==> src/rtl/decoder_2to4_reg_pkg.sv <==
// Shared types and widths for the registered 2-to-4 decoder.
package decoder_2to4_reg_pkg;

  localparam int unsigned IDX_W    = 2;
  localparam int unsigned ONEHOT_W = 4;

  // Output register occupancy: EMPTY means y holds nothing, FULL means y is valid.
  typedef enum logic {
    EMPTY = 1'b0,
    FULL  = 1'b1
  } state_e;

endpackage : decoder_2to4_reg_pkg

==> src/rtl/onehot_dec2to4.sv <==
// Combinational index-to-one-hot decode.
module onehot_dec2to4
  import decoder_2to4_reg_pkg::*;
(
  input  logic [IDX_W-1:0]    idx_i,
  output logic [ONEHOT_W-1:0] onehot_o
);

  // Map each index to its single set bit.
  always_comb begin
    onehot_o = '0;
    unique case (idx_i)
      2'd0: onehot_o = 4'b0001;
      2'd1: onehot_o = 4'b0010;
      2'd2: onehot_o = 4'b0100;
      2'd3: onehot_o = 4'b1000;
      default: onehot_o = '0;
    endcase
  end

endmodule : onehot_dec2to4

==> src/rtl/decoder_2to4_reg.sv <==
// One-entry valid/ready pipeline stage that registers the one-hot decode of an
// encoded index, and tracks which indices were seen and how many were accepted.
module decoder_2to4_reg
  import decoder_2to4_reg_pkg::*;
#(
  parameter int unsigned CNT_W = 8
) (
  input  logic                clk,
  input  logic                rst_n,
  input  logic [IDX_W-1:0]    a_i,
  input  logic                valid_i,
  output logic                in_ready_o,
  output logic [ONEHOT_W-1:0] y_o,
  output logic                out_valid_o,
  input  logic                out_ready_i,
  input  logic                clr_i,
  output logic [ONEHOT_W-1:0] seen_mask_o,
  output logic [CNT_W-1:0]    evt_cnt_o
);

  state_e              state_q, state_d;
  logic [ONEHOT_W-1:0] y_q, y_d;
  logic [ONEHOT_W-1:0] seen_q, seen_d;
  logic [CNT_W-1:0]    cnt_q, cnt_d;

  logic [ONEHOT_W-1:0] dec_onehot;
  logic                in_xfer;
  logic                out_xfer;

  onehot_dec2to4 u_dec (
    .idx_i    (a_i),
    .onehot_o (dec_onehot)
  );

  // Handshake: the register can take a new value when empty or when it is
  // being drained in the same cycle.
  always_comb begin
    in_ready_o  = (state_q == EMPTY) | out_ready_i;
    out_valid_o = (state_q == FULL);
    in_xfer     = valid_i & in_ready_o;
    out_xfer    = out_valid_o & out_ready_i;
  end

  // Next state of the output register and the bookkeeping counters.
  always_comb begin
    state_d = state_q;
    y_d     = y_q;
    if (in_xfer) begin
      state_d = FULL;
      y_d     = dec_onehot;
    end else if (out_xfer) begin
      state_d = EMPTY;
      y_d     = '0;
    end

    // Clear acts first so a same-cycle transfer is still recorded.
    seen_d = clr_i ? '0 : seen_q;
    cnt_d  = clr_i ? '0 : cnt_q;
    if (in_xfer) begin
      seen_d = seen_d | dec_onehot;
      cnt_d  = cnt_d + CNT_W'(1);
    end
  end

  // All state, asynchronously reset.
  always_ff @(posedge clk or negedge rst_n) begin
    if (!rst_n) begin
      state_q <= EMPTY;
      y_q     <= '0;
      seen_q  <= '0;
      cnt_q   <= '0;
    end else begin
      state_q <= state_d;
      y_q     <= y_d;
      seen_q  <= seen_d;
      cnt_q   <= cnt_d;
    end
  end

  assign y_o         = y_q;
  assign seen_mask_o = seen_q;
  assign evt_cnt_o   = cnt_q;

endmodule : decoder_2to4_reg

==> config.mk <==
export PLATFORM = sky130hd
export DESIGN_NAME = decoder_2to4_reg
export DESIGN_NICKNAME = d
export VERILOG_FILES = /design/src/rtl/decoder_2to4_reg_pkg.sv /design/src/rtl/onehot_dec2to4.sv /design/src/rtl/decoder_2to4_reg.sv
export SDC_FILE = /design/constraint.sdc
export NUM_CORES = 1
export LEC_CHECK = 0
export BUFFER_PORTS_ARGS = -buffer_cell sky130_fd_sc_hd__buf_2
export CORE_MARGIN = 3
export CORE_UTILIZATION = 25
export CTS_CLUSTER_DIAMETER = 200
export CTS_CLUSTER_SIZE = 40
export DETAILED_ROUTE_END_ITERATION = 10
export GPL_TIMING_DRIVEN = 0
export HOLD_SLACK_MARGIN = 0.02
export PLACE_DENSITY_LB_ADDON = 0.15
export SLEW_MARGIN = 10
export SYNTH_ARGS = -nofsm -noshare
export SYNTH_HDL_FRONTEND = slang
export SYNTH_HIERARCHICAL = 1
export SYNTH_SLANG_ARGS = --single-unit
==> constraint.sdc <==
create_clock -name clk -period 3.1 [get_ports clk]
set_input_delay 0.62 -clock clk [delete_from_list [all_inputs] [get_ports clk]]
set_output_delay 0.62 -clock clk [all_outputs]
set_load 0.005 [all_outputs]
==> results of run 1 <==
==> critical path, stage by stage <==
cell and delay (ns):
buf_2 0.12, nor2b_4 0.17, inv_2 0.09, buf_2 0.13
==> path summary, 6_finish.rpt <==
kind / cells after the start / startpoint / endpoint
setup / recovery: 4 / out_ready_i / in_ready_o
hold / removal: 1 / rst_n / evt_cnt_o[0]
setup reg to reg: 5 / evt_cnt_o[0] / evt_cnt_o[6]
hold reg to reg: 1 / evt_cnt_o[7] / evt_cnt_o[7]
max in group asynchronous: 1 / rst_n / evt_cnt_o[7]
min in group clk: 1 / evt_cnt_o[7] / evt_cnt_o[7]
==> stage by stage <==
stage / cell area, µm² / cells / hold WS, ns / worst slack [ns] / total power, µW
finish: 1000 / 138 / 0.238 / 1.35 / 423
global route: 1000 / 138 / 0.246 / 1.28 / 451
CTS: 1000 / 138 / 0.243 / 1.35 / 436
detailed placement: 972 / 134 / 0.471 / 1.08 / 311
global placement: 972 / 134 / 0.459 / 1.08 / 309
floorplan: 805 / 69 / 0.324 / 1.36 / 280
==> placed cells by master, fill, tap and decap left out, types with 2 or more instances in the layout <==
cell type / synthesis / routed
xnor2_1: 2 / 2
dfrtp_1: 17 / 17
mux2i_1: 4 / 4
nand2_1: 7 / 7
o21ai_0: 2 / 2
a22o_1: 7 / 7
nor2b_1: 4 / 4
clkbuf_4: 0 / 3
nand4_1: 2 / 2
buf_2: 1 / 24
nor2_1: 3 / 3
==> cells in the mapped netlist, types with 2 or more instances <==
cell,n
nand2_1,7
dfrtp_1,17
nor2_1,3
nand4_1,2
o21ai_0,2
a22o_1,7
mux2i_1,4
nor2b_1,4
xnor2_1,2
==> area by class of cell <==
type                    count  share of cell area
well taps                  42              0.0526
clock buffers               3              0.0225
clock inverters             1             0.00501
inverters                   2             0.00751
multi-input cells          48               0.355
repair buffers             23               0.115
flip-flops and latches     17               0.426
plain buffers               2              0.0163
==> kinds of logic after synthesis <==
family                   Yosys count  synth area share
buffers and inverters              4            0.0295
XOR/XNOR                           3            0.0327
flip-flops                        17             0.529
AO/OA/AOI/OAI                     10            0.0995
adder cells (fa/ha/maj)            1            0.0155
multiplexers                       6            0.0824
AND/OR/NAND/NOR                   28             0.212
==> state kept, by name, indices dropped and copies added (netlist names) <==
signal,flops
evt_cnt_o,8
out_valid_o,1
seen_mask_o,4
y_o,4
==> power by group <==
group,leakage (µW),total [µW],switching (µW),internal (µW)
clock,0.0000177,118,70.6,47.9
combinational,0.000285,62.4,31.6,30.8
sequential,0.000227,242,7.79,234
==> metal layers <==
| metal | global-route usage | vias to the layer above |
|---|---|---|
| met2 | 0.158 | 12 |
| li1 | - | 299 |
| met1 | 0.114 | 295 |
| met5 | 0 | - |
| met3 | 0.0306 | 2 |
| met4 | 0.0496 | 0 |
==> out/metrics.yaml, run 1 <==
crit_fanout: 7
synth-seq-cells: 17
synthArstFlopShare: 1.00
dieHeight_um: 62.7
grt_overflow_total: 0
vias: 608
clock_latency_ns: 0.29
clock.fmax_mhz: 571
post_drt_wl_per_cell_um: 12.4
vdd_drop_max_mv: 0.147
ant_nets: 0
critPathRequiredTime_ns: 2.48
power.density_mw_per_mm2: 423
netlist_area_um2: 805
pin_count: 25
multiInputGateArea_um2: 355
clock_path_buffers: 2
setup_viol: 0
yosysTopAreaCell: "dfrtp_1"
cts_made_buffers: 3
cts.sinks: 17
first_iter_violations: 9
grt_pass1_wl_mm: 3.03
antenna_found_initial: 0
grt_usage: 0.0973
die_w_um: 62.7
rsz0062_at_grt: "false"
nFillCells: 319
worst-slew-pin-transition_ns: 0.378
synth_top_flop_cell: "dfrtp_1"
fin_nets: 105
run_status: "finished clean"
cts_root_buf: "clkbuf_4"
cts_max_level: 1
fin_skew_ns: 0.00645
wirelength_mm: 1.71
path_class: "in -> out"
place.gp.congestion: 0.687
cp.arrival_ns: 1.13
holdBufCountCts: 0
die_area_mm2: 0.00394
place_hpwl_mm: 1.32
setup_tns_ns: 0
drt-pass1-iter-count: 3
post-cts-setup-buffer-count: 0
cp-end-kind: "output pin"
via_per_inst: 4.41
n_antenna_cell: 0
synth_seq_area_share: 0.529
synth.area.top_cells: "dfrtp_1, a22o_1, mux2i_1, nand2_1, nor2b_1"
slew_headroom: 0.745
cts_tree: "built"
drive_above_1_share: 0.365
maxCapViolCount: 0
num_rows: 19
clkTransAtPathRegs_ns: 0.10
core-area_mm2: 0.00290
synth_top_area_frac: 0.529
grt_max_degree: 18
slew_viol_final: 0
syn_nets: 77
yosysUniqueCellTypes: 30
synthCells: 69
fin_util: 0.345
highest-signal-layer: "met4"
grt_pass1_vias: 654
port_buffers: 23
drt-met1-wl_um: 797
wl_met2_um: 796
hold_path.class: "in -> async"
min_period_ns: 1.75
dr_wl_met3_um: 96
crit_path_start_kind: "input port"
ys_warn_count: 6
start_util: 0.277
area_delta_synth_final_pct: 24.3
synth_edf_count: 0
drc: 0
regToRegSetupSlack_ns: 1.50
hold_viol: 0
min_period_over_period: 0.565
ctsResizeCount: 0
p_leak_uw: 0.000529
avgSynthCellArea_um2: 11.7
seq_area_um2: 425
(Power assumes the default switching activity.)
==> run 2, diff against run 1 <==
- clock period: 3.1 -> 1.75 ns (I/O delays scaled with it)
==> out/metrics.yaml, run 2 (synthesis gave the netlist of run 1 again) <==
drt-pass1-iter-count: 4  # +1
place_ws_ns: -0.000919  # -1.08 ns
crit_fanout: 3  # -4
via_per_inst: 4.44  # +0.75%
cts_tree: "built"
area_delta_synth_final_pct: 26.3
hold_viol: 0  # unchanged
power_frac_clock: 0.280  # about the same
worst-slew-pin-transition_ns: 0.377  # -0.000371 ns
min_period_over_period: 0.918
clock.fmax_mhz: 623
grt_overflow_total: 0  # unchanged
drive_above_1_share: 0.371  # +0.00655
vias: 617  # +1.5%
seqPwrFrac: 0.570  # -0.002
antenna_found_initial: 0  # unchanged
die_w_um: 62.7  # unchanged
clock_path_buffers: 2  # unchanged
max_stage_delay_ns: 0.38  # +0.21 ns
p_leak_uw: 0.000534  # +0.80%
grt_pass1_vias: 656  # +0.31%
ant_nets: 0  # unchanged
slew_viol_final: 0  # unchanged
n_antenna_cell: 0  # unchanged
drc: 0  # unchanged
intPower_uw: 556  # +78%
hold_path.class: "in -> reg"
slew_headroom: 0.746  # about the same
fin_nets: 106  # +0.95%
place_hpwl_mm: 1.32  # unchanged
path_class: "reg -> reg"
run_status: "finished clean"
clock_latency_ns: 0.29  # about the same
grt_usage: 0.0977  # +0.000379
largest_reg_flops: 8  # unchanged
grt_pass1_wl_mm: 3.04  # +0.43%
cts_max_level: 1  # unchanged
die_area_mm2: 0.00394  # unchanged
crit_path_start_kind: "register"
start_util: 0.277  # unchanged
setup_viol: 0  # unchanged
cp_slowest_cell: "dfrtp_1"
place.gp.congestion: 0.687  # unchanged
power.density_mw_per_mm2: 740  # +75%
grt_max_degree: 18  # unchanged
num_rows: 19  # unchanged
cts.sinks: 17  # unchanged
cp_cell_sequence: "nor2b_1, ha_1, nand2_1, nor4_2, mux2_1"
vdd_drop_max_mv: 0.261  # +77%
pin_count: 25  # unchanged
layout_common_cells: "buf_2, dfrtp_1, a22o_1, nand2_1"
core-area_mm2: 0.00290  # unchanged
setup_tns_ns: 0  # unchanged
dieHeight_um: 62.7  # unchanged
final_common_cell: "buf_2"
first_iter_violations: 9  # unchanged
cp.arrival_ns: 1.78  # +0.65 ns
wirelength_mm: 1.75  # +2.0%
cts_root_buf: "clkbuf_4"
sw_frac_of_total: 0.261  # +0.00101
critPathRequiredTime_ns: 1.92  # -0.56 ns
post_drt_wl_per_cell_um: 12.6  # +1.3%
port_buffers: 23  # unchanged
clkTransAtPathRegs_ns: 0.11  # about the same
rsz0062_at_grt: "false"
fin_skew_ns: 0.00887  # +0.00243 ns
maxCapViolCount: 0  # unchanged
min_period_ns: 1.61
p_switching_uw: 196  # +79%
cp-end-kind: "register"
cts_made_buffers: 3  # unchanged
post-cts-setup-buffer-count: 0  # unchanged
power.combinational.fraction: 0.149  # +0.002
finalWorstSetupSlack_ns: 0.144  # -1.20 ns
[run 2: cell count changes in the layout (fill, tap and decap cells not counted)]
cell           change
nor4_1             -1
dlygate4sd3_1      +1
nor4_2             +1
[run 2: path summary, 6_finish.rpt]
kind / endpoint / from / slack (ns) / cells after the start
worst max-delay path: evt_cnt_o[6] / evt_cnt_o[0] / 0.14 / 5
worst min-delay path: y_o[3] / out_ready_i / 0.36 / 3
worst max register to register: evt_cnt_o[6] / evt_cnt_o[0] / 0.14 / 5
worst min register to register: evt_cnt_o[7] / evt_cnt_o[7] / 0.48 / 1
max in group asynchronous: out_valid_o / rst_n / 0.97 / 2
min in group asynchronous: evt_cnt_o[0] / rst_n / 0.50 / 2
[run 2: per-stage QoR]
stage / area (µm²) / instances / power (µW) / hold slack, ns / utilization
after floorplan: 805 / 69 / 495 / 0.0544 / -
after global placement: 972 / 134 / 548 / 0.303 / 0.335
after detailed placement: 972 / 134 / 551 / 0.305 / 0.335
after CTS: 1010 / 139 / 774 / 0.338 / 0.348
after global routing: 1020 / 139 / 802 / 0.348 / 0.350
final: 1020 / 139 / 752 / 0.362 / 0.350
[run 2: worst max-delay path, delay by kind of cell, from the launching register on]
family                   cells  cell delay [ns]
AND/OR/NAND/NOR              3             0.58
flip-flops                   1             0.38
multiplexers                 1             0.35
adder cells (fa/ha/maj)      1             0.18
[run 2: metal layers]
| layer | global-route usage | part of all wire | vias up |
|---|---|---|---|
| li1 | - | - | 300 |
| met1 | 0.116 | 0.46 | 301 |
| met2 | 0.158 | 0.47 | 14 |
| met3 | 0.0306 | 0.057 | 2 |
| met4 | 0.0496 | 0.011 | 0 |
| met5 | 0 | 0 | - |
[run 2: cell type report]
| class | instances | area (µm²) |
|---|---|---|
| Fill cell | 321 | 1880 |
| Inverter | 2 | 7.51 |
| Sequential cell | 17 | 425 |
| Buffer | 2 | 16.3 |
| Multi-Input combinational cell | 48 | 362 |
| Tap cell | 42 | 52.6 |
| Timing Repair Buffer | 24 | 125 |
| Clock buffer | 3 | 22.5 |
| Clock inverter | 1 | 5.00 |
[run 2: what timing repair did]
action,4_1_cts,5_1_grt
resized for setup,0,1
setup endpoints to repair,0,1
hold buffers,1,0
hold endpoints to repair,17,0
[run 2: power by group through the flow]
| stage | logic (µW) | registers (µW) | clock network (µW) |
|---|---|---|---|
| 5_1_grt | 126 | 433 | 242 |
| 3_5_place_dp | 113 | 437 | 0 |
| 3_3_place_gp | 112 | 436 | 0 |
| 2_1_floorplan | 57.5 | 438 | 0 |
| 6_report | 112 | 429 | 211 |
| 4_1_cts | 115 | 430 | 229 |
